## config.mk

```make
export PLATFORM = sky130hd
export DESIGN_NAME = apb_encoder
export DESIGN_NICKNAME = d
export VERILOG_FILES = /design/src/rtl/apb_rah_pkg.sv /design/src/rtl/apb_enc_packer.sv /design/src/rtl/apb_encoder.sv
export SDC_FILE = /design/constraint.sdc
export NUM_CORES = 1
export LEC_CHECK = 0
export ABC_AREA = 1
export BUFFER_PORTS_ARGS = -buffer_cell sky130_fd_sc_hd__buf_4
export CAP_MARGIN = 0
export CORE_ASPECT_RATIO = 1.2
export CORE_MARGIN = 5
export CORE_UTILIZATION = 32
export DETAILED_ROUTE_END_ITERATION = 16
export SYNTH_ARGS = -nofsm -noshare
export SYNTH_HDL_FRONTEND = slang
export SYNTH_SLANG_ARGS = --single-unit
```

## constraint.sdc

```tcl
create_clock -name clk -period 3.45 [get_ports clk]
set_input_delay 0.345 -clock clk [delete_from_list [all_inputs] [get_ports clk]]
set_output_delay 0.345 -clock clk [all_outputs]
set_load 0.1 [all_outputs]
```

## src/rtl/apb_rah_pkg.sv

```systemverilog
// Shared definitions for the APB RAH frame format, used by the encoder and decoder.
// Field positions describe the default 48-bit frame with 7-bit slave id and length.
package apb_rah_pkg;

   // Byte budgets of the frame format
   localparam int HDR_BYTES   = 4;   // payload bytes carried in the header frame
   localparam int FRAME_BYTES = 6;   // payload bytes carried in a continuation frame
   localparam int WORD_BYTES  = 4;   // bytes per payload word
   localparam int ACC_BYTES   = 9;   // packer depth: five leftover bytes plus one word

   // Header field bit positions
   localparam int HDR_CFG_BIT = 47;
   localparam int HDR_SLV_MSB = 46;
   localparam int HDR_SLV_LSB = 40;
   localparam int HDR_RW_BIT  = 39;
   localparam int HDR_LEN_MSB = 38;
   localparam int HDR_LEN_LSB = 32;
   localparam int HDR_PAY_MSB = 31;

   // FSM state encoding
   localparam logic [1:0] ST_IDLE = 2'd0;
   localparam logic [1:0] ST_HDR  = 2'd1;
   localparam logic [1:0] ST_DATA = 2'd2;

endpackage

```

## src/rtl/apb_enc_packer.sv

```systemverilog
// Byte accumulator for the APB RAH encoder: appends the valid bytes of each payload
// word, releases header (4 byte) or continuation (6 byte) chunks from the front, and
// tracks how many payload bytes of the current packet are still to be accepted.
module apb_enc_packer
   import apb_rah_pkg::*;
#(
   parameter int LENGTH_WIDTH = 7
) (
   input  logic                     clk,
   input  logic                     rst_n,
   input  logic                     load,
   input  logic [LENGTH_WIDTH-1:0]  load_length,
   input  logic                     push,
   input  logic [31:0]              push_data,
   input  logic                     pop,
   input  logic                     pop_hdr,
   output logic [3:0]               count,
   output logic                     words_left,
   output logic [FRAME_BYTES*8-1:0] frame
);

   logic [7:0]              acc_q [ACC_BYTES];
   logic [7:0]              acc_d [ACC_BYTES];
   logic [3:0]              count_q;
   logic [3:0]              count_d;
   logic [3:0]              rem;
   logic [3:0]              take;
   logic [LENGTH_WIDTH-1:0] left_q;
   logic [LENGTH_WIDTH-1:0] left_d;

   // Drop the popped chunk from the front, then append the accepted bytes behind what remains
   always_comb begin
      // NOTE: every signal written here gets a default first, so no path leaves it unassigned and no latch is inferred.
      take   = (left_q >= LENGTH_WIDTH'(WORD_BYTES)) ? 4'(WORD_BYTES) : 4'(left_q);
      left_d = push ? left_q - LENGTH_WIDTH'(take) : left_q;
      rem    = count_q;
      acc_d  = acc_q;
      if (pop) begin
         for (int i = 0; i < ACC_BYTES; i++) acc_d[i] = 8'h00;
         if (pop_hdr) begin
            rem = (count_q > 4'(HDR_BYTES)) ? count_q - 4'(HDR_BYTES) : 4'd0;
            for (int i = 0; i < ACC_BYTES - HDR_BYTES; i++) acc_d[i] = acc_q[i + HDR_BYTES];
         end else begin
            rem = (count_q > 4'(FRAME_BYTES)) ? count_q - 4'(FRAME_BYTES) : 4'd0;
            for (int i = 0; i < ACC_BYTES - FRAME_BYTES; i++) acc_d[i] = acc_q[i + FRAME_BYTES];
         end
      end
      // Bytes past the packet length are never written, so trailing bytes stay zero
      if (push) begin
         for (int k = 0; k < WORD_BYTES; k++) begin
            for (int j = 0; j < ACC_BYTES; j++) begin
               if (k < int'(take) && j == int'(rem) + k) acc_d[j] = push_data[31-8*k -: 8];
            end
         end
      end
      count_d = rem + (push ? take : 4'd0);
   end

   // Accumulator, byte count and remaining-length registers
   always_ff @(posedge clk or negedge rst_n) begin
      // NOTE: the accumulator is nine bytes of plain flops, so it is reset with the rest of the state.
      if (!rst_n) begin
         for (int i = 0; i < ACC_BYTES; i++) acc_q[i] <= 8'h00;
         count_q <= 4'd0;
         left_q  <= '0;
      end else if (load) begin
         for (int i = 0; i < ACC_BYTES; i++) acc_q[i] <= 8'h00;
         count_q <= 4'd0;
         left_q  <= load_length;
      end else begin
         // NOTE: sequential state uses non-blocking assignments so every register samples pre-edge values.
         acc_q   <= acc_d;
         count_q <= count_d;
         left_q  <= left_d;
      end
   end

   // The front six bytes form the next frame payload, first byte in the top bits
   always_comb begin
      frame = '0;
      for (int i = 0; i < FRAME_BYTES; i++) frame[8*(FRAME_BYTES-1-i) +: 8] = acc_q[i];
   end

   assign count      = count_q;
   assign words_left = (left_q != '0);

endmodule

```

## src/rtl/apb_encoder.sv

```systemverilog
// APB RAH encoder: takes a packet command plus a stream of 32-bit payload words and
// writes 48-bit frames (one header frame, then 6-byte continuation frames) to a FIFO.
module apb_encoder
   import apb_rah_pkg::*;
#(
   parameter int LENGTH_WIDTH     = 7,
   parameter int SLV_ID_WIDTH     = 7,
   parameter int RAH_PACKET_WIDTH = 48
) (
   input  logic                        clk,
   input  logic                        rst_n,
   input  logic                        cmd_valid,
   output logic                        cmd_ready,
   input  logic                        cmd_cfg_sel,
   input  logic [SLV_ID_WIDTH-1:0]     cmd_slv_id,
   input  logic                        cmd_rw,
   input  logic [LENGTH_WIDTH-1:0]     cmd_length,
   input  logic                        s_valid,
   output logic                        s_ready,
   input  logic [31:0]                 s_data,
   input  logic                        f_full,
   output logic                        wr_en,
   output logic [RAH_PACKET_WIDTH-1:0] wr_data
);

   logic [1:0]                  state_q;
   logic [1:0]                  state_d;
   logic                        cfg_q;
   logic                        rw_q;
   logic [SLV_ID_WIDTH-1:0]     slv_q;
   logic [LENGTH_WIDTH-1:0]     len_q;
   logic [3:0]                  count;
   logic                        words_left;
   logic [FRAME_BYTES*8-1:0]    frame;
   logic                        cmd_hs;
   logic                        push;
   logic                        hdr_buffered;
   logic                        hdr_write;
   logic                        data_write;
   logic                        last_write;
   logic [RAH_PACKET_WIDTH-1:0] hdr_frame;

   apb_enc_packer #(.LENGTH_WIDTH(LENGTH_WIDTH)) u_packer (
      .clk         (clk),
      .rst_n       (rst_n),
      .load        (cmd_hs),
      .load_length (cmd_length),
      .push        (push),
      .push_data   (s_data),
      .pop         (hdr_write || data_write),
      .pop_hdr     (hdr_write),
      .count       (count),
      .words_left  (words_left),
      .frame       (frame)
   );

   // Handshakes and frame-write decisions, all derived from registered state
   always_comb begin
      cmd_ready    = (state_q == ST_IDLE);
      cmd_hs       = cmd_valid && cmd_ready;
      // Header bytes are complete once four are held or the whole (short) payload is in
      hdr_buffered = (state_q == ST_HDR) && ((count >= 4'(HDR_BYTES)) || !words_left);
      s_ready      = ((state_q == ST_HDR) || (state_q == ST_DATA)) && words_left &&
                     (count <= 4'(FRAME_BYTES - 1)) && !hdr_buffered;
      push         = s_valid && s_ready;
      hdr_write    = hdr_buffered && !f_full;
      data_write   = (state_q == ST_DATA) && !f_full &&
                     ((count >= 4'(FRAME_BYTES)) || (!words_left && (count != 4'd0)));
      last_write   = data_write && !words_left && (count <= 4'(FRAME_BYTES));
   end

   // Packet sequencing: wait for a command, emit the header, then continuation frames
   always_comb begin
      state_d = state_q;
      case (state_q)
         ST_IDLE: if (cmd_hs) state_d = ST_HDR;
         ST_HDR:  if (hdr_write) state_d = (len_q > LENGTH_WIDTH'(HDR_BYTES)) ? ST_DATA : ST_IDLE;
         ST_DATA: if (last_write) state_d = ST_IDLE;
         default: state_d = ST_IDLE;
      endcase
   end

   // Header frame from the registered command fields and the first four payload bytes
   always_comb begin
      hdr_frame                          = '0;
      hdr_frame[HDR_CFG_BIT]             = cfg_q;
      hdr_frame[HDR_SLV_MSB:HDR_SLV_LSB] = slv_q;
      hdr_frame[HDR_RW_BIT]              = rw_q;
      hdr_frame[HDR_LEN_MSB:HDR_LEN_LSB] = len_q;
      hdr_frame[HDR_PAY_MSB:0]           = frame[FRAME_BYTES*8-1 -: HDR_BYTES*8];
   end

   // State and command registers; command fields are captured at the handshake
   always_ff @(posedge clk or negedge rst_n) begin
      if (!rst_n) begin
         state_q <= ST_IDLE;
         cfg_q   <= 1'b0;
         rw_q    <= 1'b0;
         slv_q   <= '0;
         len_q   <= '0;
      end else begin
         state_q <= state_d;
         if (cmd_hs) begin
            cfg_q <= cmd_cfg_sel;
            rw_q  <= cmd_rw;
            slv_q <= cmd_slv_id;
            len_q <= cmd_length;
         end
      end
   end

   // Registered FIFO write port; data is forced to zero whenever no frame is written
   always_ff @(posedge clk or negedge rst_n) begin
      if (!rst_n) begin
         wr_en   <= 1'b0;
         wr_data <= '0;
      end else begin
         wr_en <= hdr_write || data_write;
         if (hdr_write)       wr_data <= hdr_frame;
         else if (data_write) wr_data <= RAH_PACKET_WIDTH'(frame);
         else                 wr_data <= '0;
      end
   end

endmodule

```

# Word level (Yosys, flattened, before mapping)
# Cells that the tools add are included.
dict set report totals {
  wordCells 195
  out_inout_bits 51
  inputBits 53
  regBits 150
}
dict set report op_classes {
  n_eq_ne 37
  magnitude_cmp 12
  addsub 7
  reduce_logical 64
  mux 57
}
# cell count
set ops {}
lappend ops {{$eq 4x32->1 const A} 12}
lappend ops {{$mux 8} 36}
lappend ops {{$mux 72} 3}
lappend ops {{$eq 3x32->1 const A} 6}
lappend ops {{$logic_not 32->1} 4}
lappend ops {{$eq 2x32->1 const A} 3}
lappend ops {{$eq 5x32->1 const A} 3}
lappend ops {{$mux 48} 2}
lappend ops {{$logic_and 1x1->1} 48}
lappend ops {{$mux 4} 7}
lappend ops {{$mux 24} 1}
lappend ops {{$eq 4x4->1 const A} 5}
lappend ops {{$mux 16} 1}
lappend ops {{$mux 7} 2}
lappend ops {{$add 4x2->5 const B} 2}
lappend ops {{$eq 3x4->1 const A} 2}
lappend ops {{$ge 4x3->1 const B} 2}
lappend ops {{$gt 4x3->1 const B} 2}
lappend ops {{$le 4x3->1 const B} 2}
lappend ops {{$lt 1x4->1 const A} 2}
lappend ops {{$lt 2x4->1 const A} 2}
lappend ops {{$mux 2} 4}
lappend ops {{$sub 4x3->4 const B} 2}
lappend ops {{$ge 7x3->1 const B} 1}
lappend ops {{other kinds (17)} 23}

# Longest topological paths before layout
# Gate-level depths: netlist of run 1.
dict set report depth {
  depth_word 15
  ltp_mapped 25
  mapped_depth_nobuf 23
}

# Hierarchy
# Synthesis of run 1 repeated with hierarchy kept, for this count alone.
dict set report hier_totals {
  hier_cells 1853
  hier_area_um2 12064.1
}
# mod cells_per_inst n_inst area_each_um2 seq_area_each_um2
set modules_own_cells {}
lappend modules_own_cells {apb_enc_packer 1541 1 9075.0 2077.0}
lappend modules_own_cells {apb_encoder 312 1 2989.1 1676.6}

# Least setup slack after synthesis of run 1
# Ideal clock, no wire load.
dict set report synth_path {
  kind {register to register}
  from {reg state_q[1]}
  to {reg u_packer.count_q[2] (netlist: u_packer.count[2])}
  stages_incl_launch_ff 18
  path_buffers 3
  arrival_ns 3.180
  path_slack_ns 0.138
  required_time_ns 3.318
  setup_ns 0.132
  synth_period_minus_slack_ns 3.312
  path_cell_list {dfrtp_1 -> inv_1 -> ha_1 -> clkbuf_1 -> nand2_1 -> nand4_1 -> inv_1 -> nand2_1 -> clkbuf_1 -> clkbuf_1 -> nor2_1 -> inv_1 -> nor2_1 -> ha_1 -> inv_1 -> fa_1 -> xor2_1 -> nor2_1}
}
dict set report synth_via {
  elab_chain_len 9
  elab_cells_between_ends 20
  cone_classes {1 x add/sub; 2 x eq/ne; 4 x mux; 13 x reduce/logical}
}
# item line_no
set synth_lines {}
lappend synth_lines {{start, declared} apb_encoder.sv:26} ;# logic [1:0] state_q;
lappend synth_lines {{start signal, assigned} apb_encoder.sv:102} ;# state_q <= state_d;
lappend synth_lines {{$eq 2x1->1 / $eq 2x2->1 (equally long branches)} {apb_encoder.sv:62, apb_encoder.sv:63}}
lappend synth_lines {{$logic_or 1x1->1} apb_encoder.sv:63} ;# s_ready = ((state_q == ST_HDR) || (state_q == ST_DATA)) && words_left &&
lappend synth_lines {{$logic_and 1x1->1 (2 in a row)} apb_encoder.sv:63}
lappend synth_lines {{$logic_and 1x1->1 *} apb_encoder.sv:64} ;# (count <= 4'(FRAME_BYTES - 1)) && !hdr_buffered;
lappend synth_lines {{net s_ready} apb_encoder.sv:19} ;# output logic s_ready,
lappend synth_lines {{$logic_and 1x1->1 *} apb_encoder.sv:65} ;# push = s_valid && s_ready;
lappend synth_lines {{$mux 4 *} apb_enc_packer.sv:56} ;# count_d = rem + (push ? take : 4'd0);
lappend synth_lines {{$add 4x4->4 *} apb_enc_packer.sv:56}
lappend synth_lines {{$mux 4 *} apb_enc_packer.sv:66} ;# end else if (load) begin
lappend synth_lines {{end signal, assigned} apb_enc_packer.sv:73} ;# count_q <= count_d;
lappend synth_lines {{end, declared} apb_enc_packer.sv:24} ;# logic [3:0] count_q;
# The timed path passes the listed nets; every way through them passes the cells marked *.
# A chain may end at the register's enable or synchronous reset.

# Final worst setup path of run 1
dict set report layout_path {
  from {reg u_packer.left_q[5]}
  to {reg u_packer.acc_q (netlist bit u_packer.frame[38])}
}
dict set report layout_via {
  elab_chain_len 15
  elab_cells_between_ends 41
  cone_classes {3 x add/sub; 5 x order compare; 4 x eq/ne; 11 x mux; 18 x reduce/logical}
}
# item line_no
set layout_lines {}
lappend layout_lines {{start, declared} apb_enc_packer.sv:28} ;# logic [LENGTH_WIDTH-1:0] left_q;
lappend layout_lines {{start signal, assigned} apb_enc_packer.sv:69} ;# left_q <= load_length;
lappend layout_lines {{start signal, assigned} apb_enc_packer.sv:74} ;# left_q <= left_d;
lappend layout_lines {{$reduce_bool 7->1} apb_enc_packer.sv:85} ;# assign words_left = (left_q != '0);
lappend layout_lines {{$logic_not 1->1} {apb_encoder.sv:62, apb_encoder.sv:68}}
lappend layout_lines {{$logic_or 1x1->1 / $logic_and 1x1->1 (equally long branches)} {apb_encoder.sv:62, apb_encoder.sv:68}}
lappend layout_lines {{$logic_and 1x1->1 / $logic_or 1x1->1 (equally long branches)} {apb_encoder.sv:62, apb_encoder.sv:68}}
lappend layout_lines {{$logic_and 1x1->1, on equally long branches} {apb_encoder.sv:66, apb_encoder.sv:67}}
lappend layout_lines {{$mux 4 / $logic_or 1x1->1 (equally long branches)} {apb_enc_packer.sv:40, apb_encoder.sv:50}}
lappend layout_lines {{$mux 4} apb_enc_packer.sv:38} ;# if (pop) begin
lappend layout_lines {{$add 4x1->5 / $eq 2x4->1 (equally long branches)} apb_enc_packer.sv:52} ;# if (k < int'(take) && j == int'(rem) + k) acc_d[j] = push_data[31-8*k -: 8];
lappend layout_lines {{$eq 2x32->1 / $logic_and 1x1->1 (equally long branches)} apb_enc_packer.sv:52}
lappend layout_lines {{$logic_and 1x1->1 / $mux 8 (equally long branches)} apb_enc_packer.sv:52}
lappend layout_lines {{$mux 8 (3 in a row)} apb_enc_packer.sv:52}
lappend layout_lines {{$mux 72 *} apb_enc_packer.sv:49} ;# if (push) begin
lappend layout_lines {{$mux 72 *} apb_enc_packer.sv:66}
lappend layout_lines {{end signal, assigned} apb_enc_packer.sv:72} ;# acc_q <= acc_d;
lappend layout_lines {{end, declared} apb_enc_packer.sv:22} ;# logic [7:0] acc_q [ACC_BYTES];
# Mark *: on every way between the ends. The rest lies on a longest branch, timed or not.

==> summary.md, run 1 <==
| Metric | Value |
|---|---|
| Outcome | `completed` |
| DP Cell Count | `2254` |
| Main flop type after synthesis | `dfrtp_1` |
| F_max | `312.7 MHz` |
| H-tree depth | `4` |
| Routed Antenna Nets | `0` |
| DRC viols | `0` |
| Ys Warns | `0` |
| Mean Syn Cell Area | `6.516 sq um` |
| Effective utilization at floorplan | `32.17%` |
| Nets@finish | `1876` |
| Sw frac | `55.16%` |
| Most frequent cells in the layout | `nand2_1, nand3_1, inv_1` |
| Gpl congestion | `0.9981` |
| CTS sink count | `150` |
| Root Buffer Master | `clkbuf_16` |
| Die height | `214.9 um` |
| Hold crit path type | `in2reg` |
| CTS Buf Count | `17` |
| Synthesized cell area | `0.01120 sq mm` |
| Setup violators final | `0` |
| Horiz. Die Dim | `180.8 um` |
| Commonest non-fill, non-tap cell in the layout | `nand2_1` |
| Synth unique cells | `46` |
| Final TNS setup | `0 ns` |
| Worst EP required | `3.83 ns` |
| LEAKAGE | `6.838 nW` |
| CTS tree | `done` |
| # rows | `75` |
| Clock Pin Slew Worst Setup and Hold Paths | `0.07 ns` |
| 1st-iter DRT viols | `1507` |
| RSZ-0062 raised after global routing | `no` |
| Reg power frac | `21.6%` |
| Worst slew pin tran | `0.7289 ns` |
| GRT met2 Usage | `39.99%` |
| Syn-to-layout area delta | `18.40%` |
| Min Hold Slack | `0.08669 ns` |
| Post-synth EDFFs | `0` |
| Vias in the first global route | `11990` |
| Met1 usage in global routing | `35.22%` |
| Synth Register Bits | `150` |
| Routed length per instance | `22.75 um` |
| Io pins | `104` |
| Final hold viol count | `0` |
| Final Cycle Share | `92.70%` |
| Buffers on Ports | `103` |
| Endpoint class of the critical path | `flip-flop` |
| Clk Latency, worst-skew pair | `0.47 ns` |
| First-pass GRT wire length | `77230 um` |
| Vias | `12800` |
| Layout cells sized above 1 | `15.84%` |
| Drt first pass iters | `6` |
| Die footprint | `0.03886 sq mm` |
| HPWL Detailed | `36720 um` |
| Sw power | `7.349 mW` |
| Min Tclk post-route | `3.198 ns` |
| Most used routing layer | `met2` |
| Post-Route Utilization | `38.09%` |
| Ys async rst share | `100.0%` |
| Total of max-cap violations | `0` |
| Worst slew margin | `51.40%` |
| Cell count after synthesis | `1719` |
| Power Density | `1005 mW/mm^2` |
| Setup Fix Bufs, Post-CTS | `0` |
| Initial antenna violation count | `0` |
| Worst-path fanout max | `11` |
| Grt total ovfl | `0` |
| Grt met3 use | `5.192%` |
| Startpoint Class | `flip-flop` |
| Sequential share of the synthesized area | `33.51%` |
| Antenna Cells | `0` |
| Clock group share of total power | `14.5%` |
| Critical path type | `reg2reg` |
| Core Area | `0.03481 sq mm` |
| Total wire length | `52020 um` |
| Maximum vdd drop | `0.4119 mV` |
| Tot GR Track Use | `26.15%` |
| Post-Syn Nets | `1783` |
| Largest net degree at the start of global routing | `82` |
| Final instance count without filler cells | `2287` |
| Crit path DAT | `3.58 ns` |
| Combinational Power Share | `63.9%` |
| Total internal power | `5.975 mW` |
| Max Slew Vio Count | `0` |
| Via-per-instance ratio | `5.599` |
| Worst Skew | `0.01848 ns` |
| Clock Tree Buf Depth | `2` |
## power groups by stage
stage	clock network (mW)	logic [mW]	registers, mW
after global placement	0	8.29	2.88
after CTS	1.97	8.37	2.86
after global routing	2.03	9.31	2.92
after detailed placement	0	8.32	2.89
after floorplan	0	5.55	3.16
final	1.94	8.51	2.88
## state kept, by name (all words and copies together) (netlist names)
name	cells
cfg_q	1
len_q	7
rw_q	1
slv_q	7
state_q	2
u_packer.acc_q	24
u_packer.count	4
u_packer.frame	48
u_packer.left_q	7
wr_data	48
wr_en	1
## what timing repair did
item / CTS / global route
hold endpoints to repair: 64 / 0
resized for setup: 0 / 4
hold buffers: 1 / 0
endpoints found under the setup margin: 0 / 8
## logic make-up after synthesis
family | after synthesis | synth area share [%]
and+or+nand+nor | 942 | 37.71
AOI/OAI and AO/OA | 345 | 17.74
buffers and inverters | 267 | 9.473
DFF | 150 | 33.51
adders and majority gates | 11 | 1.296
xor gates and xnor gates | 3 | 0.2346
other | 1 | 0.03348
## synth_stat cells, drive strengths merged (13+ instances only)
cell type | instances | share of area [%]
nand2 | 604 | 21
nand3 | 231 | 11
inv | 179 | 6.0
dfrtp | 150 | 34
o21ai | 142 | 6.4
a21oi | 105 | 5.0
nor2 | 86 | 4.0
clkbuf | 61 | 2.1
a31oi | 28 | 1.6
buf | 26 | 1.4
o211ai | 21 | 1.5
nand4 | 16 | 0.95
o22ai | 15 | 0.84
a21boi | 13 | 0.87
## area by class of cell
cell class | count | area, sq um
Clock buffer | 19 | 452.9
Fill cell | 3761 | 21550
Clock inverter | 13 | 136.4
Sequential cell | 150 | 3754
Timing Repair Buffer | 161 | 1256
Multi-Input combinational cell | 1302 | 6409
Tap cell | 462 | 578.1
Inverter | 180 | 675.6
## worst max-delay path, stage by stage (launching register included)
cell and delay (ns):
dfrtp_1 0.43, nor2_4 0.13, nand2_2 0.14, o21ai_4 0.28, nand3_4 0.17, nand2_4 0.20, nor2_1 0.09, a21oi_4 0.16
ha_2 0.25, inv_1 0.06, nand2_2 0.07, nand2_1 0.14, nand2_4 0.15, inv_1 0.06, nand2_1 0.16, buf_4 0.22
inv_2 0.07, nand2_1 0.06, nand3_1 0.10, a21oi_1 0.17
## routing by layer
metal  up-vias  part of all wire [%]
met5         -                     0
met4         0                   5.7
met3       152                    10
met2       724                    44
met1      6095                    40
li1       5833                     -
## final timing paths
| kind | slack (ns) | start | depth (start not counted) | endpoint |
|---|---|---|---|---|
| worst max-delay path | 0.25 | u_packer.left_q[5] | 19 | u_packer.frame[38] |
| worst min-delay path | 0.09 | cmd_rw | 3 | rw_q |
| worst max register to register | 0.25 | u_packer.left_q[5] | 19 | u_packer.frame[38] |
| worst min register to register | 0.48 | slv_q[0] | 2 | slv_q[0] |
| max in group asynchronous | 2.07 | rst_n | 3 | wr_data[38] |
| min in group asynchronous | 0.48 | rst_n | 2 | wr_data[17] |
## per-stage QoR
step           instance area [sq um]  power (mW)  worst slack [ns]
2_1_floorplan                  11200       8.709            0.1383
3_3_place_gp                   12650       11.16            0.2995
3_5_place_dp                   12650       11.20            0.2506
4_1_cts                        13250       13.19            0.2098
5_1_grt                        13260       14.26           0.01306
6_report                       13260       13.32            0.2520
Power figures use the tool's default switching activity.
==> run 2: changes to the inputs <==
Settings changed: CTS_CLUSTER_DIAMETER from default to 60.
Clock period 3.45 ns to 4 ns, I/O delays scaled along.
==> run 2 against run 1 <==
  * Final area is 2.3% lower
  * Wire length is 0.24% higher
  * Sequential share of layout area is 0.66 points higher
  * Hold slack worse by 0.042 ns
  * Total power is 15% lower
  * Final cell count is 1.4% lower
  * Global-route usage hardly changed
  * Non-clock buffer count is 34 lower
  * Critical path type unchanged
  * Critical endpoint is now u_packer.frame[9]
==> summary.md, run 2 (synthesis gave the netlist of run 1 again) <==
| Metric | Value |
|---|---|
| Outcome | `completed (unchanged)` |
| Met1 usage in global routing | `33.30% (was 35.22%)` |
| GRT met2 Usage | `39.59% (was 39.99%)` |
| Crit path DAT | `3.94 ns (was 3.58 ns)` |
| Horiz. Die Dim | `180.8 um (unchanged)` |
| Final Cycle Share | `89.51% (was 92.70%)` |
| Commonest non-fill, non-tap cell in the layout | `nand2_1 (unchanged)` |
| Via-per-instance ratio | `5.658 (was 5.599)` |
| Worst setup slack after layout | `0.4195 ns (was 0.2520 ns)` |
| Maximum vdd drop | `0.4114 mV (was 0.4119 mV)` |
| Vias in the first global route | `11940 (was 11990)` |
| Grt met3 use | `6.866% (was 5.192%)` |
| Power Density | `872.8 mW/mm^2 (was 1005 mW/mm^2)` |
| Worst-path fanout max | `15 (was 11)` |
| Syn-to-layout area delta | `15.68% (was 18.40%)` |
| Clk Latency, worst-skew pair | `0.47 ns (about the same)` |
| Most used routing layer | `met2 (unchanged)` |
| Effective utilization at floorplan | `32.17% (unchanged)` |
| Die height | `214.9 um (unchanged)` |
| Drt first pass iters | `7 (was 6)` |
| Io pins | `104 (unchanged)` |
| LEAKAGE | `6.658 nW (was 6.838 nW)` |
| Final hold viol count | `0 (unchanged)` |
| Final TNS setup | `0 ns (unchanged)` |
| Hold crit path type | `in2async (was in2reg)` |
| Grt total ovfl | `0 (unchanged)` |
| Largest net degree at the start of global routing | `96 (was 82)` |
| Vias | `12750 (was 12800)` |
| Buffers on Ports | `103 (unchanged)` |
| CTS tree | `done (unchanged)` |
| Setup violators final | `0 (unchanged)` |
| Layout cells sized above 1 | `14.18% (was 15.84%)` |
| 1st-iter DRT viols | `1528 (was 1507)` |
| Critical path type | `reg2reg (unchanged)` |
| Worst EP required | `4.36 ns (was 3.83 ns)` |
| HPWL Detailed | `35980 um (was 36720 um)` |
| Dpl ws | `0.5016 ns (was 0.2506 ns)` |
| Startpoint Class | `flip-flop (unchanged)` |
| Die footprint | `0.03886 sq mm (unchanged)` |
| Worst slew margin | `29.69% (was 51.40%)` |
| Worst Skew | `0.01471 ns (was 0.01848 ns)` |
| Post_cts resized | `0 (unchanged)` |
| Initial antenna violation count | `1 (was 0)` |
| First-pass GRT wire length | `76720 um (was 77230 um)` |
| Worst slew pin tran | `1.055 ns (was 0.7289 ns)` |
| Setup Fix Bufs, Post-CTS | `0 (unchanged)` |
| Tot GR Track Use | `26.11% (was 26.15%)` |
| Hold-fix buffers at CTS | `0 (was 1)` |
| Total wire length | `52150 um (was 52020 um)` |
| Routed Antenna Nets | `0 (unchanged)` |
| Min Hold Slack | `0.04493 ns (was 0.08669 ns)` |
| Max Slew Vio Count | `0 (unchanged)` |
| Root Buffer Master | `clkbuf_16 (unchanged)` |
| CTS Buf Count | `17 (unchanged)` |
| Min Tclk post-route | `3.580 ns (was 3.198 ns)` |
| RSZ-0062 raised after global routing | `no (unchanged)` |
| # rows | `75 (unchanged)` |
| Total of max-cap violations | `0 (unchanged)` |
| Nets@finish | `1842 (was 1876)` |
| Clock Tree Buf Depth | `2 (unchanged)` |
| Endpoint class of the critical path | `flip-flop (unchanged)` |
| Routed length per instance | `23.14 um (was 22.75 um)` |
| Most frequent cells in the layout | `nand2_1, nand3_1, inv_1 (unchanged)` |
| Core Area | `0.03481 sq mm (unchanged)` |
| H-tree depth | `4 (unchanged)` |
| Clock Pin Slew Worst Setup and Hold Paths | `0.08 ns (was 0.07 ns)` |
| Gpl congestion | `1.043 (was 0.9981)` |
| DRC viols | `0 (unchanged)` |
| CTS sink count | `150 (unchanged)` |
| F_max | `279.3 MHz (was 312.7 MHz)` |
[run 2: cell count changes in the layout (fill, tap and decap cells not counted), sizes merged]
cell         change
buf             -33
clkbuf           -1
clkinv           -1
clkinvlp         -1
diode            +1
dlygate4sd3      -1
inv              +3
[run 2: routing by layer]
layer	part of all wire, %	routed length [um]
met3	11	5819
met2	44	22690
met5	0.025	13
met1	38	20080
met4	6.8	3546
[run 2: where the power goes]
part / internal, mW / total, mW / switching (mW)
logic: 2.05 / 7.11 / 5.06
registers: 2.01 / 2.51 / 0.496
clock network: 0.902 / 1.70 / 0.794
total: 4.96 / 11.3 / 6.35
[run 2: final timing paths]
path	start	to	slack, ns	cells after the start
worst max-delay path	u_packer.left_q[4]	u_packer.frame[9]	0.42	21
min in group clk	cmd_slv_id[2]	slv_q[2]	0.13	3
worst min register to register	len_q[3]	len_q[3]	0.49	2
worst min-delay path	rst_n	wr_data[17]	0.04	1
max in group asynchronous	rst_n	wr_data[39]	2.91	2
worst max register to register	u_packer.left_q[4]	u_packer.frame[9]	0.42	21
[run 2: area by class of cell]
type                       instances  area (sq um)
clock buffer                      18         439.2
clock inverter                    14         152.6
fill                            3753         21860
multi-input combinational       1302          6399
sequential                       150          3754
timing repair buffer             127         957.2
inverter                         180         675.6
tap                              462         578.1
antenna                            1         2.502
[run 2: worst max-delay path, stage by stage, from the launching register on]
cell and delay [ns]:
dfrtp_1 0.42, nor2_4 0.15, nand2_2 0.13, nor2_4 0.22, nand2_2 0.11, nand2_2 0.09, nand2_4 0.14, nand2_4 0.19
nor2_1 0.09, a21oi_4 0.30, ha_1 0.31, nand2_1 0.11, nand2_1 0.19, nand2_2 0.13, inv_1 0.12, nand2_2 0.16
inv_1 0.27, nand2_1 0.08, nand2_1 0.09, inv_1 0.05, nand2_1 0.07, a21oi_1 0.06
[run 2: through the flow]
step	util, %	cells	power, mW	cell area (sq um)
2_1_floorplan	-	1719	7.512	11200
3_3_place_gp	35.51	2221	9.400	12360
3_5_place_dp	35.51	2221	9.424	12360
4_1_cts	37.21	2253	11.14	12950
5_1_grt	37.21	2253	12.06	12950
6_report	37.22	2254	11.31	12960
==> run 3: changes to the inputs <==
Settings changed: HOLD_SLACK_MARGIN from default to 0.03.
Clock period 4 ns to 2.9 ns, I/O delays scaled along.
==> run 3 against run 2 <==
  * Final cell count is 5.4% higher
  * Clock skew is 0.0018 ns higher
  * Highest routed layer is now met4
  * Global-route usage is 0.36 points higher
  * Setup slack worse by 0.39 ns
  * Die area stayed put
  * Combinational power is 63% higher
  * First-iteration DRC count is 1.8% higher
  * Sequential power is 36% higher
  * Register-to-register slack worse by 0.39 ns
  * Hold slack worse by 0.0044 ns
  * Final area is 11% higher
==> summary.md, run 3 (synthesis gave the netlist of run 1 again) <==
| Metric | Value |
|---|---|
| Power Density | `1203 mW/mm^2 (was 872.8 mW/mm^2)` |
| Worst slew pin tran | `0.7957 ns (was 1.055 ns)` |
| Post-Route Utilization | `41.44% (was 37.22%)` |
| CTS tree | `done (unchanged)` |
| Commonest non-fill, non-tap cell in the layout | `nand2_1 (unchanged)` |
| Setup violators final | `0 (unchanged)` |
| Die footprint | `0.03886 sq mm (unchanged)` |
| Hold crit path type | `in2reg (was in2async)` |
| Clock group share of total power | `13.2% (was 15.0%)` |
| Initial antenna violation count | `0 (was 1)` |
| DRC viols | `0 (unchanged)` |
| Syn-to-layout area delta | `28.81% (was 15.68%)` |
| Clk Latency, worst-skew pair | `0.47 ns (about the same)` |
| Sw power | `9.279 mW (was 6.352 mW)` |
| Total of max-cap violations | `0 (unchanged)` |
| Horiz. Die Dim | `180.8 um (unchanged)` |
| Antenna Cells | `0 (was 1)` |
| Grt total ovfl | `0 (unchanged)` |
| # rows | `75 (unchanged)` |
| RSZ-0062 raised after global routing | `yes (was no)` |
| Max Slew Vio Count | `0 (unchanged)` |
| Worst Skew | `0.01651 ns (was 0.01471 ns)` |
| Nets@finish | `1965 (was 1842)` |
| Root Buffer Master | `clkbuf_16 (unchanged)` |
| Tot GR Track Use | `26.48% (was 26.11%)` |
| Most frequent cells in the layout | `nand2_1, buf_4, nand3_1 (was nand2_1, nand3_1, inv_1)` |
| Io pins | `104 (unchanged)` |
| Reg power frac | `19.7% (was 22.2%)` |
| 1st-iter DRT viols | `1556 (was 1528)` |
| Drt first pass iters | `6 (was 7)` |
| Final Cycle Share | `99.12% (was 89.51%)` |
| Via-per-instance ratio | `5.563 (was 5.658)` |
| Total wire length | `53060 um (was 52150 um)` |
| Core Area | `0.03481 sq mm (unchanged)` |
| Effective utilization at floorplan | `32.17% (unchanged)` |
| Sw frac | `53.46% (was 56.16%)` |
| Final TNS setup | `0 ns (unchanged)` |
| Worst slew margin | `46.95% (was 29.69%)` |
| F_max | `347.9 MHz (was 279.3 MHz)` |
| Maximum vdd drop | `0.5322 mV (was 0.4114 mV)` |
| Register area | `0.003757 sq mm (was 0.003754 sq mm)` |
| Startpoint Class | `flip-flop (unchanged)` |
| Critical path type | `reg2reg (unchanged)` |
| Outcome | `completed (unchanged)` |
| Crit path DAT | `3.23 ns (was 3.94 ns)` |
| Layout cells sized above 1 | `22.41% (was 14.18%)` |
| Worst-path fanout max | `8 (was 15)` |
| FILL cells | `3664 (was 3753)` |
| First-pass GRT wire length | `78440 um (was 76720 um)` |
| LEAKAGE | `7.367 nW (was 6.658 nW)` |
| Clock Tree Buf Depth | `2 (unchanged)` |
| Endpoint class of the critical path | `flip-flop (unchanged)` |
| CTS sink count | `150 (unchanged)` |
| Area of the multi-input gates | `0.006675 sq mm (was 0.006399 sq mm)` |
| CTS Buf Count | `17 (unchanged)` |
| Die height | `214.9 um (unchanged)` |
| Largest net degree at the start of global routing | `79 (was 96)` |
| Routed Antenna Nets | `0 (unchanged)` |
| Gpl congestion | `1.007 (was 1.043)` |
| Combinational Power Share | `67.0% (was 62.8%)` |
| Clock Pin Slew Worst Setup and Hold Paths | `0.07 ns (was 0.08 ns)` |
| Buffers on Ports | `103 (unchanged)` |
| Total internal power | `8.077 mW (was 4.957 mW)` |
| Worst EP required | `3.25 ns (was 4.36 ns)` |
| H-tree depth | `4 (unchanged)` |
| Routed length per instance | `22.33 um (was 23.14 um)` |
| Min Tclk post-route | `2.875 ns (was 3.580 ns)` |
| Vias in the first global route | `12450 (was 11940)` |
| HPWL Detailed | `36990 um (was 35980 um)` |
| Final hold viol count | `0 (unchanged)` |
| Vias | `13220 (was 12750)` |
-- run 3: critical path, stage by stage (launching register included) --
cell	delay [ns]
dfrtp_2	0.44
buf_6	0.15
a21oi_4	0.13
nand2_2	0.07
inv_2	0.06
nand2_2	0.06
nand2_4	0.07
nand2_4	0.08
buf_12	0.14
a21oi_4	0.20
buf_6	0.13
ha_4	0.15
nand2_4	0.06
nand3_4	0.07
nand2_4	0.08
buf_6	0.14
nor3_4	0.21
buf_12	0.15
clkbuf_16	0.15
a21oi_2	0.03
nand2_1	0.13
a21oi_2	0.07
-- run 3: cell type report --
type,instances,area share (%)
clock buffer,17,2.949
clock inverter,15,1.249
multi-input combinational,1302,46.27
timing repair buffer,250,14.62
tap,462,4.007
sequential,150,26.04
inverter,180,4.865
-- run 3: final timing paths --
kind                                         from            endpoint  slack, ns  depth (start not counted)
worst max-delay path            u_packer.count[3]  u_packer.frame[18]       0.03                         21
worst min-delay path                cmd_slv_id[4]            slv_q[4]       0.04                          3
worst max register to register  u_packer.count[3]  u_packer.frame[18]       0.03                         21
worst min register to register               rw_q         wr_data[39]       0.49                          2
max in group asynchronous                   rst_n            slv_q[0]       1.66                          3
min in group asynchronous                   rst_n         wr_data[17]       0.42                          2
-- run 3: power by group through the flow --
stage	Sequential (mW)	Clock [mW]	Combinational (mW)
after floorplan	3.77	0	6.66
after global placement	3.40	0	10.6
after detailed placement	3.41	0	10.7
after CTS	3.37	2.33	10.7
after global routing	3.46	2.40	12.7
final	3.42	2.30	11.6
-- run 3: metrics by stage --
step / total power [mW] / setup slack (ns) / cells / hold slack, ns / cell area (sq um)
2_1_floorplan: 10.43 / -0.04494 / 1719 / -0.005591 / 11250
3_3_place_gp: 13.99 / 0.03723 / 2323 / 0.3802 / 13310
3_5_place_dp: 14.10 / 0.01071 / 2323 / 0.3751 / 13310
4_1_cts: 16.44 / 0.01068 / 2360 / 0.03307 / 13970
5_1_grt: 18.57 / -0.1325 / 2376 / 0.05711 / 14430
6_report: 17.36 / 0.02547 / 2376 / 0.04051 / 14430
-- run 3: per-layer routing --
metal  GRT usage [%]  wire [um]  vias up
met5               0          0        -
met4           14.20       3105        0
met2           39.36      22900      844
li1                -          -     6018
met1           35.83      21220     6189
met3           5.936       5835      167
-- run 3: what timing repair did --
action | CTS | global route
resized for setup | 2 | 83
pin swaps | 0 | 32
hold buffers | 5 | 0
cloned | 0 | 2
endpoints found under the setup margin | 4 | 72
setup buffers | 0 | 15
endpoints found under the hold margin | 75 | 0
